--- src/rtl/fir_pkg.sv ---
// Shared definitions for the FIR sample path and its ADC front end.
// No logic; types and widths only.
package fir_pkg;

    localparam int SAMP_W = 9;

    typedef enum logic [2:0] {
        IDLE,
        CS_SETUP,
        SHIFT,
        DONE,
        GAP
    } adc_state_t;

endpackage

--- src/rtl/adc_sclk_gen.sv ---
// SCLK half-period timer for the ADC serial reader: ticks on the edges that raise/lower SCLK.
// Latency: combinational ticks from registered count. Runs only while run=1, otherwise held cleared.
module adc_sclk_gen #(
    parameter int SCLK_DIV = 2
) (
    input  logic clk,
    input  logic rst_n,
    input  logic run,
    output logic rise_tick,
    output logic fall_tick,
    output logic period_done
);

    localparam int CW = (SCLK_DIV > 1) ? $clog2(SCLK_DIV) : 1;

    logic [CW-1:0] cnt_q, cnt_d;
    logic          phase_q, phase_d;
    logic          half_end;

    assign half_end    = run && (cnt_q == CW'(SCLK_DIV - 1));
    assign rise_tick   = half_end && !phase_q;
    assign fall_tick   = half_end && phase_q;
    assign period_done = fall_tick;

    // phase 0 = SCLK low half, phase 1 = SCLK high half
    always_comb begin
        cnt_d   = cnt_q;
        phase_d = phase_q;
        if (!run) begin
            cnt_d   = '0;
            phase_d = 1'b0;
        end else if (half_end) begin
            cnt_d   = '0;
            phase_d = ~phase_q;
        end else begin
            cnt_d = cnt_q + 1'b1;
        end
    end

    always_ff @(posedge clk) begin
        if (!rst_n) begin
            cnt_q   <= '0;
            phase_q <= 1'b0;
        end else begin
            cnt_q   <= cnt_d;
            phase_q <= phase_d;
        end
    end

endmodule

--- src/rtl/adc_spi_rx.sv ---
// Reads an offset-binary SPI ADC MSB first and publishes signed samples on valid/ready.
// Latency: sample valid SCLK_DIV+1 cycles after the last sampling edge. A new sample overwrites an unaccepted one and sets sticky overrun.
module adc_spi_rx
    import fir_pkg::*;
#(
    parameter int ADC_BITS  = 12,
    parameter int OUT_W     = SAMP_W,
    parameter int SCLK_DIV  = 2,
    parameter int FRAME_GAP = 4
) (
    input  logic             clk_100k,
    input  logic             rst_n,
    input  logic             en,
    input  logic             adc_sdo,
    output logic             adc_cs_n,
    output logic             adc_sclk,
    output logic [OUT_W-1:0] samp_out,
    output logic             samp_valid,
    input  logic             samp_ready,
    output logic             overrun,
    input  logic             overrun_clr
);

    localparam int WAIT_MAX = (SCLK_DIV > FRAME_GAP) ? SCLK_DIV : FRAME_GAP;
    localparam int WW       = $clog2(WAIT_MAX + 1);
    localparam int BW       = (ADC_BITS > 1) ? $clog2(ADC_BITS) : 1;

    adc_state_t          state_q, state_d;
    logic                cs_n_q, cs_n_d;
    logic                sclk_q, sclk_d;
    logic [ADC_BITS-1:0] raw_q, raw_d;
    logic [BW-1:0]       bit_cnt_q, bit_cnt_d;
    logic [WW-1:0]       wait_cnt_q, wait_cnt_d;
    logic [OUT_W-1:0]    samp_out_q, samp_out_d;
    logic                samp_valid_q, samp_valid_d;
    logic                overrun_q, overrun_d;

    logic             rise_tick, fall_tick, period_done;
    logic             publish, accept, overwrite;
    logic [OUT_W-1:0] samp_conv;

    adc_sclk_gen #(.SCLK_DIV(SCLK_DIV)) u_sclk_gen (
        .clk         (clk_100k),
        .rst_n       (rst_n),
        .run         (state_q == SHIFT),
        .rise_tick   (rise_tick),
        .fall_tick   (fall_tick),
        .period_done (period_done)
    );

    // Flipping the MSB turns offset binary into two's complement; low bits are dropped.
    assign samp_conv = {~raw_q[ADC_BITS-1], raw_q[ADC_BITS-2 -: OUT_W-1]};

    always_comb begin
        state_d      = state_q;
        cs_n_d       = cs_n_q;
        sclk_d       = sclk_q;
        raw_d        = raw_q;
        bit_cnt_d    = bit_cnt_q;
        wait_cnt_d   = wait_cnt_q;
        samp_out_d   = samp_out_q;
        samp_valid_d = samp_valid_q;
        overrun_d    = overrun_q;
        publish      = 1'b0;

        case (state_q)
            IDLE: begin
                cs_n_d = 1'b1;
                sclk_d = 1'b0;
                if (en) begin
                    state_d = CS_SETUP;
                    cs_n_d  = 1'b0;
                end
            end
            CS_SETUP: begin
                if (wait_cnt_q == WW'(SCLK_DIV - 1)) begin
                    wait_cnt_d = '0;
                    state_d    = SHIFT;
                end else begin
                    wait_cnt_d = wait_cnt_q + 1'b1;
                end
            end
            SHIFT: begin
                if (rise_tick) begin
                    sclk_d = 1'b1;
                    raw_d  = {raw_q[ADC_BITS-2:0], adc_sdo};
                end
                if (fall_tick) begin
                    sclk_d = 1'b0;
                end
                if (period_done) begin
                    if (bit_cnt_q == BW'(ADC_BITS - 1)) begin
                        bit_cnt_d = '0;
                        cs_n_d    = 1'b1;
                        state_d   = DONE;
                    end else begin
                        bit_cnt_d = bit_cnt_q + 1'b1;
                    end
                end
            end
            DONE: begin
                publish = 1'b1;
                state_d = GAP;
            end
            GAP: begin
                if (wait_cnt_q == WW'(FRAME_GAP - 1)) begin
                    wait_cnt_d = '0;
                    if (en) begin
                        state_d = CS_SETUP;
                        cs_n_d  = 1'b0;
                    end else begin
                        state_d = IDLE;
                    end
                end else begin
                    wait_cnt_d = wait_cnt_q + 1'b1;
                end
            end
            default: begin
                state_d = IDLE;
                cs_n_d  = 1'b1;
                sclk_d  = 1'b0;
            end
        endcase

        // A publish on the same edge as a hand-off keeps valid high.
        accept    = samp_valid_q && samp_ready;
        overwrite = publish && samp_valid_q && !samp_ready;
        if (publish) begin
            samp_out_d   = samp_conv;
            samp_valid_d = 1'b1;
        end else if (accept) begin
            samp_valid_d = 1'b0;
        end
        if (overwrite) begin
            overrun_d = 1'b1;
        end else if (overrun_clr) begin
            overrun_d = 1'b0;
        end
    end

    always_ff @(posedge clk_100k) begin
        if (!rst_n) begin
            state_q      <= IDLE;
            cs_n_q       <= 1'b1;
            sclk_q       <= 1'b0;
            raw_q        <= '0;
            bit_cnt_q    <= '0;
            wait_cnt_q   <= '0;
            samp_out_q   <= '0;
            samp_valid_q <= 1'b0;
            overrun_q    <= 1'b0;
        end else begin
            state_q      <= state_d;
            cs_n_q       <= cs_n_d;
            sclk_q       <= sclk_d;
            raw_q        <= raw_d;
            bit_cnt_q    <= bit_cnt_d;
            wait_cnt_q   <= wait_cnt_d;
            samp_out_q   <= samp_out_d;
            samp_valid_q <= samp_valid_d;
            overrun_q    <= overrun_d;
        end
    end

    assign adc_cs_n   = cs_n_q;
    assign adc_sclk   = sclk_q;
    assign samp_out   = samp_out_q;
    assign samp_valid = samp_valid_q;
    assign overrun    = overrun_q;

endmodule

--- config.mk ---
export PLATFORM = sky130hd
export DESIGN_NAME = adc_spi_rx
export DESIGN_NICKNAME = d
export VERILOG_FILES = /design/src/rtl/fir_pkg.sv /design/src/rtl/adc_sclk_gen.sv /design/src/rtl/adc_spi_rx.sv
export SDC_FILE = /design/constraint.sdc
export NUM_CORES = 1
export LEC_CHECK = 0
export ABC_CLOCK_PERIOD_IN_PS = 1400
export CORE_ASPECT_RATIO = 0.75
export CORE_MARGIN = 8
export CORE_UTILIZATION = 30
export CTS_CLUSTER_SIZE = 40
export DETAILED_ROUTE_END_ITERATION = 16
export GPL_TIMING_DRIVEN = 0
export PLACE_DENSITY = 0.58
export RECOVER_POWER = 25
export SLEW_MARGIN = 20
export SYNTH_ARGS = -nofsm -noshare
export SYNTH_HDL_FRONTEND = slang
export SYNTH_SLANG_ARGS = --single-unit
--- constraint.sdc ---
create_clock -name clk_100k -period 1.4 [get_ports clk_100k]
set_input_delay 0.14 -clock clk_100k [delete_from_list [all_inputs] [get_ports clk_100k]]
set_output_delay 0.14 -clock clk_100k [all_outputs]
set_load 0.02 [all_outputs]
* Word-level counts from Yosys, hierarchy flattened
Index checks and enable logic that the tools add are counted.
Operators by class: add/subtract/negate cells 3, eq/ne operators 14, multiplexer cells 25, bitwise logic cells 6, reductions and logical operators 21
Operators by type and width (count):
- $mux 3 | 7
- $pmux 3 s5 | 1
- $mux 1 | 13
- $ne 2x2->1 const B | 6
- $reduce_and 5->1 | 2
- $eq 3x2->1 const B | 3
- $reduce_and 2->1 | 4
- $eq 3x1->1 const B | 2
- $logic_and 1x1->1 | 6
- $not 1->1 | 6
- $pmux 3 s2 | 1
- $reduce_bool 2->1 | 3
- $reduce_or 3->1 | 2
- $add 4x1->4 const B | 1
- $eq 4x4->1 const B | 1
- $mux 4 | 1
- $pmux 1 s4 | 1
- $add 3x1->3 const B | 1
- $eq 3x3->1 const B | 1
- $logic_not 3->1 | 1
- $ne 3x3->1 const B | 1
- $logic_not 1->1 | 2
- $pmux 1 s2 | 1
- $reduce_or 2->1 | 1
- $add 1x1->1 const B | 1
Word-level totals: register bits 37, input port bits 6, word-level logic and storage cells 80

* Logic depth before layout (Yosys ltp)
Gate-level depths: netlist of run 1.
word-level depth 6, depth in mapped cells 6, gate-level depth less buffers 6

* Modules after synthesis
Synthesis of run 1 repeated with hierarchy kept, for this count alone.
Second synthesis, totals: cell total of the unflattened synthesis 198, area total of the unflattened synthesis 1585.3 um^2
Modules (own cells, without submodules):
- adc_spi_rx | instances 1, cells each 188, area each 1502.7 um^2, seq. area each 700.7 um^2
- adc_sclk_gen | instances 1, cells each 10, area each 82.6 um^2, seq. area each 40.0 um^2

* Worst setup path before layout of run 1
OpenSTA, ideal clock, no wires.
kind flip-flop to flip-flop, from reg wait_cnt_q[0], to reg cs_n_q, in the netlist adc_cs_n, setup time 0.140 ns, arrival 1.360 ns, data required time 1.260 ns, slack -0.100 ns, stages on the path, launching flop included 7, buffers on the path 0, period minus slack after synthesis 1.500 ns, cells stage by stage dfxtp_1 > ha_1 > ha_1 > nor4b_2 > nor3_1 > a211oi_1 > a31oi_1
On the way: longest elaborated chain between the ends 3
RTL lines:
- from (decl) | RTL line adc_spi_rx.sv:33 | logic [WW-1:0] wait_cnt_q, wait_cnt_d;
- from (signal assigned) | RTL line adc_spi_rx.sv:158 | wait_cnt_q <= wait_cnt_d;
- $eq 3x2->1 | RTL line adc_spi_rx.sv:106 | if (wait_cnt_q == WW'(FRAME_GAP - 1)) begin
- $ne 2x2->1 (no line)
- $reduce_and 5->1 (no line)
- to (signal assigned) | RTL line adc_spi_rx.sv:154 | cs_n_q <= cs_n_d;
- to (decl) | RTL line adc_spi_rx.sv:29 | logic cs_n_q, cs_n_d;
No other way between the ends. A chain may end at the register's enable or synchronous reset.

* Worst setup path after layout of run 1
Same ends and word-level chain as after synthesis.

==> impl_metrics.tcl, run 1 <==
set metrics [dict create \
    status "complete, but fails checks" \
    violations "setup timing" \
    final_common_cell "nand2_1" \
    antenna_cells 0 \
    synth.avg_cell_area_um2 7.92 \
    die-height_um 80.3 \
    track_usage_pct 9.60 \
    synth_cell_types 38 \
    drive_gt1_share_pct 16.1 \
    cts_tree "yes" \
    vias_per_cell 4.55 \
    hold_path_class "in2reg" \
    relSlewSlack_pct 66.5 \
    rows 23 \
    clock_skew_ns 0.00957 \
    slew_viol_final 0 \
    overflow 0 \
    worstMarginPinSlew_ns 0.502 \
    firstDrtPassIters 4 \
    netlist.area_leader.share_pct 44.7 \
    gp_congestion 0.797 \
    cts-buffers-inserted 5 \
    grt_pass1_wl_um 6110 \
    ir_drop_mv 0.301 \
    period_needed_ns 1.45 \
    hold_viol_final 0 \
    cts.sinks 37 \
    crit_path_frequent_cell "ha_4" \
    yosys_register_bits 37 \
    drc 0 \
    drtAntennaViolNets 0 \
    synth_warnings 0 \
    route.vias.total 1416 \
    layout_common_cells "50 x nand2_1, 30 x dfxtp_1, 29 x a21oi_1, 15 x nor2_1, 11 x clkbuf_1" \
    port_buffers 18 \
    setup_slack_ns -0.0466 \
    clockRootBuffer "clkbuf_8" \
    setup_violations 6 \
    die_w_um 102 \
    htreeDepth 2 \
    drv_cap 0 \
    dp.cells 302 \
    p_leak_nw 0.744 \
    fillers 567 \
    syn-num-nets 220 \
    final_nets 246 \
    fin_setup_tns_ns -0.0784 \
    die_area_mm2 0.00818 \
    path_max_fanout 4 \
    start_util_pct 31.1 \
    synth_edf_count 0 \
    syn-cell-area_mm2 0.00166 \
    ys_seq_area_share_pct 44.7 \
    critPathSlowestCell "dfxtp_2" \
    final.period_utilization_pct 103 \
    wirelength_um 3640 \
    area_delta_synth_final_pct 28.0 \
    cts_max_path_buffers 2 \
    arrival_ns 1.62 \
    power_density_mw_per_mm2 1330 \
    clk_pin_slew_ns 0.08 \
    endpoint_kind "flop" \
    io_pins 19 \
    fin_util_pct 39.8 \
    synthFlopType "dfxtp_1" \
    netlist_instances 209 \
    core-area_mm2 0.00532 \
    dp_hpwl_um 2600 \
    pre_cts_ws_ns -0.169 \
    synth_area_leader_cell "dfxtp_1" \
    worstSetupStartpointType "flop" \
    rsz0062_at_grt "true" \
    crit_required_ns 1.57 \
    grt_start_max_net_pins 14 \
    clock.fmax_ghz 0.691 \
    synthTopCellsByArea "dfxtp_1 45%, nand2_1 12%, a21oi_1 8.8%, ha_1 3.8%, nor2_1 3.6%" \
    antenna_found_initial 0 \
    final_cells 311 \
    cp_slowest_stage_delay_ns 0.35 \
    worstSetupPathType "reg2reg" \
    drtIter0Drc 72 \
    crit_path_cell_trace "ha_4, ha_4, nor4b_4, nor3_2, a211oi_1, a31oi_1" \
    wire_per_inst_um 11.7 \
    async_flop_share_pct 0 \
    first_global_vias 1308 \
    worstSkewPairLatency_ns 0.29 \
]
==> area by class of cell <==
cell class,count,area [um^2],share of cell area [%]
Clock inverter,3,68.8,3.25
Buffer,12,78.8,3.72
Inverter,9,33.8,1.59
Multi-Input combinational cell,150,878,41.4
Tap cell,75,93.8,4.43
Clock buffer,5,68.8,3.25
Timing Repair Buffer,20,148,6.97
Sequential cell,37,749,35.4
==> cell families after synthesis <==
kind of cell / share of synthesized area (%)
AOI/OAI and AO/OA: 15.3
xor gates and xnor gates: 1.06
adders and majority gates: 3.78
buffers and inverters: 6.20
DFF: 44.7
muxes: 2.42
and+or+nand+nor: 26.5
==> cell usage after synthesis, types with 2 or more instances <==
master    instances
nand3_1           3
a31oi_1           4
o21a_1            2
nand2_1          51
inv_1             8
clkbuf_1          4
buf_2             7
ha_1              5
nor3_1            4
or3_1             3
nand3b_1          3
nor2_1           16
mux2i_1           4
nand2b_1          3
o21ai_0           4
a21oi_1          29
dfxtp_1          37
xnor2_1           2
==> sequential cells by signal, summed over array words and instances (netlist names) <==
name                count
raw_q                  12
samp_out                9
bit_cnt_q               4
state_q                 3
wait_cnt_q              3
adc_cs_n                1
adc_sclk                1
overrun                 1
samp_valid              1
u_sclk_gen.cnt_q        1
u_sclk_gen.phase_q      1
==> path summary, 6_finish.rpt <==
path                               startpoint       end  slack (ns)  cells after the start
worst max-delay path            wait_cnt_q[0]  adc_cs_n       -0.05                      6
worst min-delay path              overrun_clr   overrun        0.45                      4
worst max register to register  wait_cnt_q[0]  adc_cs_n       -0.05                      6
worst min register to register       raw_q[1]  raw_q[2]        0.45                      2
==> routing by layer <==
layer / part of all wire, % / up-vias / global-route usage (%)
met2: 39 / 16 / 13.7
met4: 1.7 / 0 / 5.33
met1: 55 / 642 / 12.3
li1: - / 753 / -
met5: 0 / - / 0
met3: 4.3 / 5 / 3.28
==> stage by stage <==
| step | cell area (um^2) | power (mW) | hold slack [ns] |
|---|---|---|---|
| 6_report | 2120 | 2.82 | 0.445 |
| 5_1_grt | 2120 | 2.97 | 0.455 |
| 4_1_cts | 2140 | 2.84 | 0.430 |
| 3_5_place_dp | 1970 | 1.68 | 0.447 |
| 3_3_place_gp | 1970 | 1.68 | 0.442 |
| 2_1_floorplan | 1700 | 1.55 | 0.258 |
==> worst max-delay path: cells and delay by family (launching register included) <==
family          cells  cell delay [ns]
compound gates      2             0.28
simple gates        2             0.37
flops               1             0.35
fa+ha+maj           2             0.33
==> power breakdown <==
part           internal [mW]  switching (mW)
registers               1.11          0.0561
logic                  0.231           0.294
clock network          0.717           0.406
==> timing repair <==
item / in CTS / in global routing
pin swaps: 1 / 0
buffers inserted: 1 / 0
setup endpoints to repair: 22 / 38
hold buffers: 0 / 0
resized for setup: 12 / 21
cloned: 1 / 0
No activity file was read; power rests on OpenSTA's default activity.
==> inputs of run 2 (changes only) <==
- ABC_CLOCK_PERIOD_IN_PS: 1400 -> 1500
- CAP_MARGIN: unset -> 5
- CORE_UTILIZATION: 30 -> 35
- PLACE_DENSITY: 0.58 -> 0.62
- clock period: 1.4 -> 1.5 ns (I/O delays scaled with it)
==> impl_metrics.tcl, run 2 (synthesis results as in run 1) <==
set metrics [dict create \
    worstSetupStartpointType "flop" \
    drive_gt1_share_pct 14.5 \
    cp_slowest_stage_delay_ns 0.57 \
    first_global_vias 1221 \
    hp-start "raw_q[2]" \
    whs_ns 0.451 \
    switching_share_pct 27.0 \
    cts-buffers-inserted 5 \
    seq_power_share_pct 41.4 \
    p_sw_mw 0.710 \
    worstMarginPinSlew_ns 0.522 \
    drv_cap 0 \
    clk_pin_slew_ns 0.08 \
    start_util_pct 36.6 \
    die_w_um 95.4 \
    path_max_fanout 10 \
    fillers 461 \
    wl_met3_um 250 \
    hold_path_depth 2 \
    wire_per_inst_um 12.2 \
    p_clk_share_pct 39.9 \
    port_buffers 18 \
    hold_path_class "reg2reg" \
    track_usage_pct 10.5 \
    io_pins 19 \
    drtAntennaViolNets 0 \
    die-height_um 75.6 \
    p_comb_share_pct 18.7 \
    cts.sinks 37 \
    cts_max_path_buffers 2 \
    met1_length_um 1960 \
    die_area_mm2 0.00721 \
    layout_common_cells "51 x nand2_1, 32 x dfxtp_1, 28 x a21oi_1, 18 x clkdlybuf4s50_1, 15 x nor2_1" \
    drc 0 \
    largest_reg_flops 12 \
    top_register "raw_q" \
    endpoint_kind "flop" \
    worstSkewPairLatency_ns 0.30 \
    vias_per_cell 4.88 \
    core-area_mm2 0.00452 \
    p_leak_nw 0.728 \
    wirelength_um 3570 \
    dp_hpwl_um 2480 \
    clock.fmax_ghz 0.683 \
    crit_required_ns 1.66 \
    htreeDepth 2 \
    post_cts_buffers 0 \
    reg2reg_depth 5 \
    power_density_mw_per_mm2 1240 \
    fin_setup_tns_ns 0 \
    status "complete, no violations" \
    multi_input_area_um2 877 \
    p_int_mw 1.92 \
    final_cells 292 \
    ir_drop_mv 0.582 \
    route.vias.total 1425 \
    clock_skew_ns 0.00919 \
    rr_endpoint "raw_q[6]" \
    grt_start_max_net_pins 14 \
    hold_viol_final 0 \
    wl_met2_um 1330 \
    final_nets 245 \
    final_common_cell "nand2_1" \
    firstDrtPassIters 4 \
    r2r-start "state_q[2]" \
    crit_path_cell_trace "buf_2, or4_4, buf_6, nand2_1, a21oi_1" \
    reg2reg_slack_ns 0.04 \
    antenna_found_initial 0 \
    antenna_cells 0 \
    gp_congestion 0.795 \
    setup_violations 0 \
    rows 21 \
    clockRootBuffer "clkbuf_8" \
    final.period_utilization_pct 97.6 \
    drtIter0Drc 85 \
    highest_layer "met4" \
    hold-path-endpoint "raw_q[3]" \
    worst-path-buf-inv 2 \
    grt_pass1_wl_um 5770 \
    dp.cells 284 \
    area_delta_synth_final_pct 28.3 \
    slew_viol_final 0 \
    period_needed_ns 1.46 \
    fin_util_pct 47.0 \
    overflow 0 \
    cts_tree "yes" \
    regArea_um2 747 \
    critPathSlowestCell "or4_4" \
    cp_top_family "simple AND/OR/NAND/NOR gates" \
    relSlewSlack_pct 65.2 \
    worstSetupPathType "reg2reg" \
    arrival_ns 1.63 \
]
-- run 2: metrics by stage --
step	setup slack (ns)	power [mW]	instance area, um^2
finish	0.0359	2.63	2120
global route	-0.0101	2.77	2120
CTS	0.00205	2.61	2070
detailed placement	-0.144	1.54	1920
global placement	-0.136	1.54	1920
floorplan	0.0174	1.43	1670
-- run 2: worst max-delay path by stage --
stage	start	endpoint	slack (ns)	cells after the start
floorplan	wait_cnt_q[0]	adc_cs_n	0.02	6
global placement	rst_n	wait_cnt_q[1]	-0.14	4
detailed placement	rst_n	wait_cnt_q[1]	-0.14	4
CTS	wait_cnt_q[0]	adc_cs_n	0.002	6
global route	state_q[2]	wait_cnt_q[0]	-0.01	5
finish	state_q[2]	raw_q[6]	0.04	5
-- run 2: cell type report --
class / instances / share of cell area (%)
multi-input combinational: 150 / 41.3
sequential: 37 / 35.2
timing repair buffer: 18 / 8.48
buffer: 13 / 3.65
tap: 57 / 3.36
clock buffer: 5 / 3.24
clock inverter: 3 / 3.24
inverter: 9 / 1.59
-- run 2: worst reg2reg max path: cells and delay by family (launching register included) --
family          cells  cell delay, ns
simple gates        2            0.63
flops               1            0.31
buf+inv             2            0.33
compound gates      1            0.06
-- run 2: per-layer routing --
| layer | vias to the layer above | global-route usage, % |
|---|---|---|
| met3 | 4 | 5.51 |
| met1 | 641 | 14.9 |
| met2 | 27 | 13.1 |
| met4 | 0 | 3.06 |
| li1 | 753 | - |
| met5 | - | 0 |
-- run 2: power groups by stage --
stage          clock, mW  combinational [mW]  sequential (mW)
6_report            1.05               0.492             1.09
4_1_cts             1.07               0.457             1.08
3_3_place_gp           0               0.445             1.09
3_5_place_dp           0               0.444             1.10
5_1_grt             1.13               0.541             1.10
2_1_floorplan          0               0.333             1.10
-- run 2: timing repair --
item | CTS | global route
endpoints found under the setup margin | 2 | 17
hold buffers | 0 | 0
gates resized for setup | 4 | 15
pin swaps | 1 | 1
==> inputs of run 3 (changes only) <==
- ABC_CLOCK_PERIOD_IN_PS: 1500 -> 1200
- CTS_BUF_LIST: unset -> sky130_fd_sc_hd__clkbuf_2 sky130_fd_sc_hd__clkbuf_4 sky130_fd_sc_hd__clkbuf_8
- GPL_ROUTABILITY_DRIVEN: unset -> 0
- PLACE_DENSITY: 0.62 -> 0.64
- clock period: 1.5 -> 1.2 ns (I/O delays scaled with it)
==> impl_metrics.tcl, run 3 (synthesis results as in run 1) <==
set metrics [dict create \
    p_leak_nw 0.883 \
    vias_per_cell 4.97 \
    grt_pass1_wl_um 6220 \
    cp_slowest_stage_delay_ns 0.35 \
    clock_skew_ns 0.00911 \
    clock.fmax_ghz 0.686 \
    hold_viol_final 0 \
    area_delta_synth_final_pct 43.1 \
    rows 21 \
    layout_common_cells "39 x nand2_1, 28 x dfxtp_1, 17 x a21oi_1, 15 x nor2_1, 13 x dlygate4sd2_1" \
    overflow 0 \
    p_clk_share_pct 30.6 \
    wire_per_inst_um 13.7 \
    final_area_mm2 0.00237 \
    setup_violations 19 \
    worstMarginPinSlew_ns 0.653 \
    wirelength_um 4170 \
    final_nets 257 \
    worst-path-buf-inv 0 \
    clockRootBuffer "clkbuf_8" \
    setup_slack_ns -0.259 \
    r2r-start "wait_cnt_q[0]" \
    die_area_mm2 0.00721 \
    cp_top_family "simple AND/OR/NAND/NOR gates" \
    io_pins 19 \
    antenna_cells 0 \
    htreeDepth 2 \
    worstSetupPathType "reg2reg" \
    worstSetupStartpointType "flop" \
    endpoint_kind "flop" \
    first_global_vias 1310 \
    power_density_mw_per_mm2 1310 \
    switching_share_pct 31.1 \
    clk_pin_slew_ns 0.08 \
    reg2reg_slack_ns -0.26 \
    top_register "raw_q" \
    hold_path_class "in2reg" \
    p_sw_mw 0.965 \
    route.vias.total 1511 \
    path_max_fanout 4 \
    cts_max_path_buffers 2 \
    firstDrtPassIters 4 \
    dp_hpwl_um 2620 \
    rsz0062_at_grt "true" \
    regArea_um2 759 \
    arrival_ns 1.63 \
    track_usage_pct 11.2 \
    period_needed_ns 1.46 \
    drive_gt1_share_pct 33.6 \
    fillers 420 \
    violations "setup timing" \
    cts-buffers-inserted 5 \
    rr_endpoint "adc_cs_n" \
    critPathSlowestCell "dfxtp_2" \
    core-area_mm2 0.00452 \
    drtIter0Drc 152 \
    drv_cap 0 \
    cts_tree "yes" \
    die-height_um 75.6 \
    die_w_um 95.4 \
    crit_path_frequent_cell "ha_4" \
    final.period_utilization_pct 122 \
    start_util_pct 36.6 \
    final_common_cell "nand2_1" \
    hold-path-endpoint "adc_sclk" \
    drc 0 \
    antenna_found_initial 0 \
    p_int_mw 2.14 \
    cts.sinks 37 \
    place_area_mm2 0.00196 \
    multi_input_area_mm2 0.00102 \
    largest_reg_flops 12 \
    hold_path_depth 2 \
    ir_drop_mv 0.628 \
    hold_buffers 0 \
    seq_power_share_pct 45.3 \
    status "complete, but fails checks" \
    slew_viol_final 0 \
    port_buffers 18 \
    relSlewSlack_pct 56.5 \
    grt_start_max_net_pins 13 \
    crit_required_ns 1.37 \
    reg2reg_depth 6 \
    hp-start "rst_n" \
    p_comb_share_pct 24.1 \
    worstSkewPairLatency_ns 0.30 \
    crit_path_cell_trace "ha_4, ha_4, nor4b_4, nor3_2, a211oi_2, a31oi_1" \
    p_total_mw 3.10 \
    drtAntennaViolNets 0 \
]
[run 3: cell types whose count changed in the layout (fill, tap and decap cells not counted), sizes merged]
cell,change
clkbuf,-4
dlymetal6s2s,+1
buf,+17
clkinv,+1
clkinvlp,+1
dlygate4sd2,+13
bufinv,-2
clkdlybuf4s50,-14
inv,-1
[run 3: area by class of cell]
cell class,instances,share of cell area (%)
clock inverters,2,0.581
repair buffers,31,11.8
flip-flops and latches,37,32.1
clock buffers,6,3.49
multi-input cells,150,42.9
well taps,57,3.01
plain buffers,12,4.54
inverters,9,1.58
[run 3: power by group through the flow]
stage	combinational, mW	sequential (mW)	clock (mW)
2_1_floorplan	0.435	1.38	0
3_3_place_gp	0.576	1.38	0
3_5_place_dp	0.584	1.38	0
4_1_cts	0.645	1.36	0.971
5_1_grt	0.821	1.42	1.03
6_report	0.747	1.41	0.950
[run 3: worst max-delay path by stage]
stage	from	to	slack (ns)	depth (start not counted)
6_report	wait_cnt_q[0]	adc_cs_n	-0.26	6
5_1_grt	wait_cnt_q[0]	adc_cs_n	-0.35	6
4_1_cts	wait_cnt_q[0]	adc_cs_n	-0.25	6
3_5_place_dp	rst_n	wait_cnt_q[0]	-0.39	4
3_3_place_gp	rst_n	wait_cnt_q[1]	-0.36	4
2_1_floorplan	wait_cnt_q[0]	adc_cs_n	-0.21	6
[run 3: routing by layer]
layer,track usage [%],routed length [um],vias up
met5,0,0,-
met4,4.58,37,0
met3,4.04,311,5
met2,16.2,1810,31
met1,14.6,2010,699
li1,-,-,776
[run 3: timing repair]
action / in CTS / in global routing
pin swaps: 3 / 9
cloned: 1 / 1
buffers inserted: 2 / 9
endpoints found under the setup margin: 48 / 35
endpoints found under the hold margin: 0 / 0
gates resized for setup: 33 / 61
[run 3: through the flow]
step / cells / setup TNS [ns] / utilization [%] / setup slack [ns] / hold WS, ns
after CTS: 295 / -4.40 / 46.9 / -0.251 / 0.396
after global placement: 284 / -10.18 / 43.4 / -0.363 / 0.444
after floorplan: 209 / -1.83 / - / -0.208 / 0.238
final: 304 / -3.35 / 52.4 / -0.259 / 0.219
after detailed placement: 284 / -11.19 / 43.4 / -0.386 / 0.448
after global routing: 304 / -4.43 / 52.4 / -0.350 / 0.221
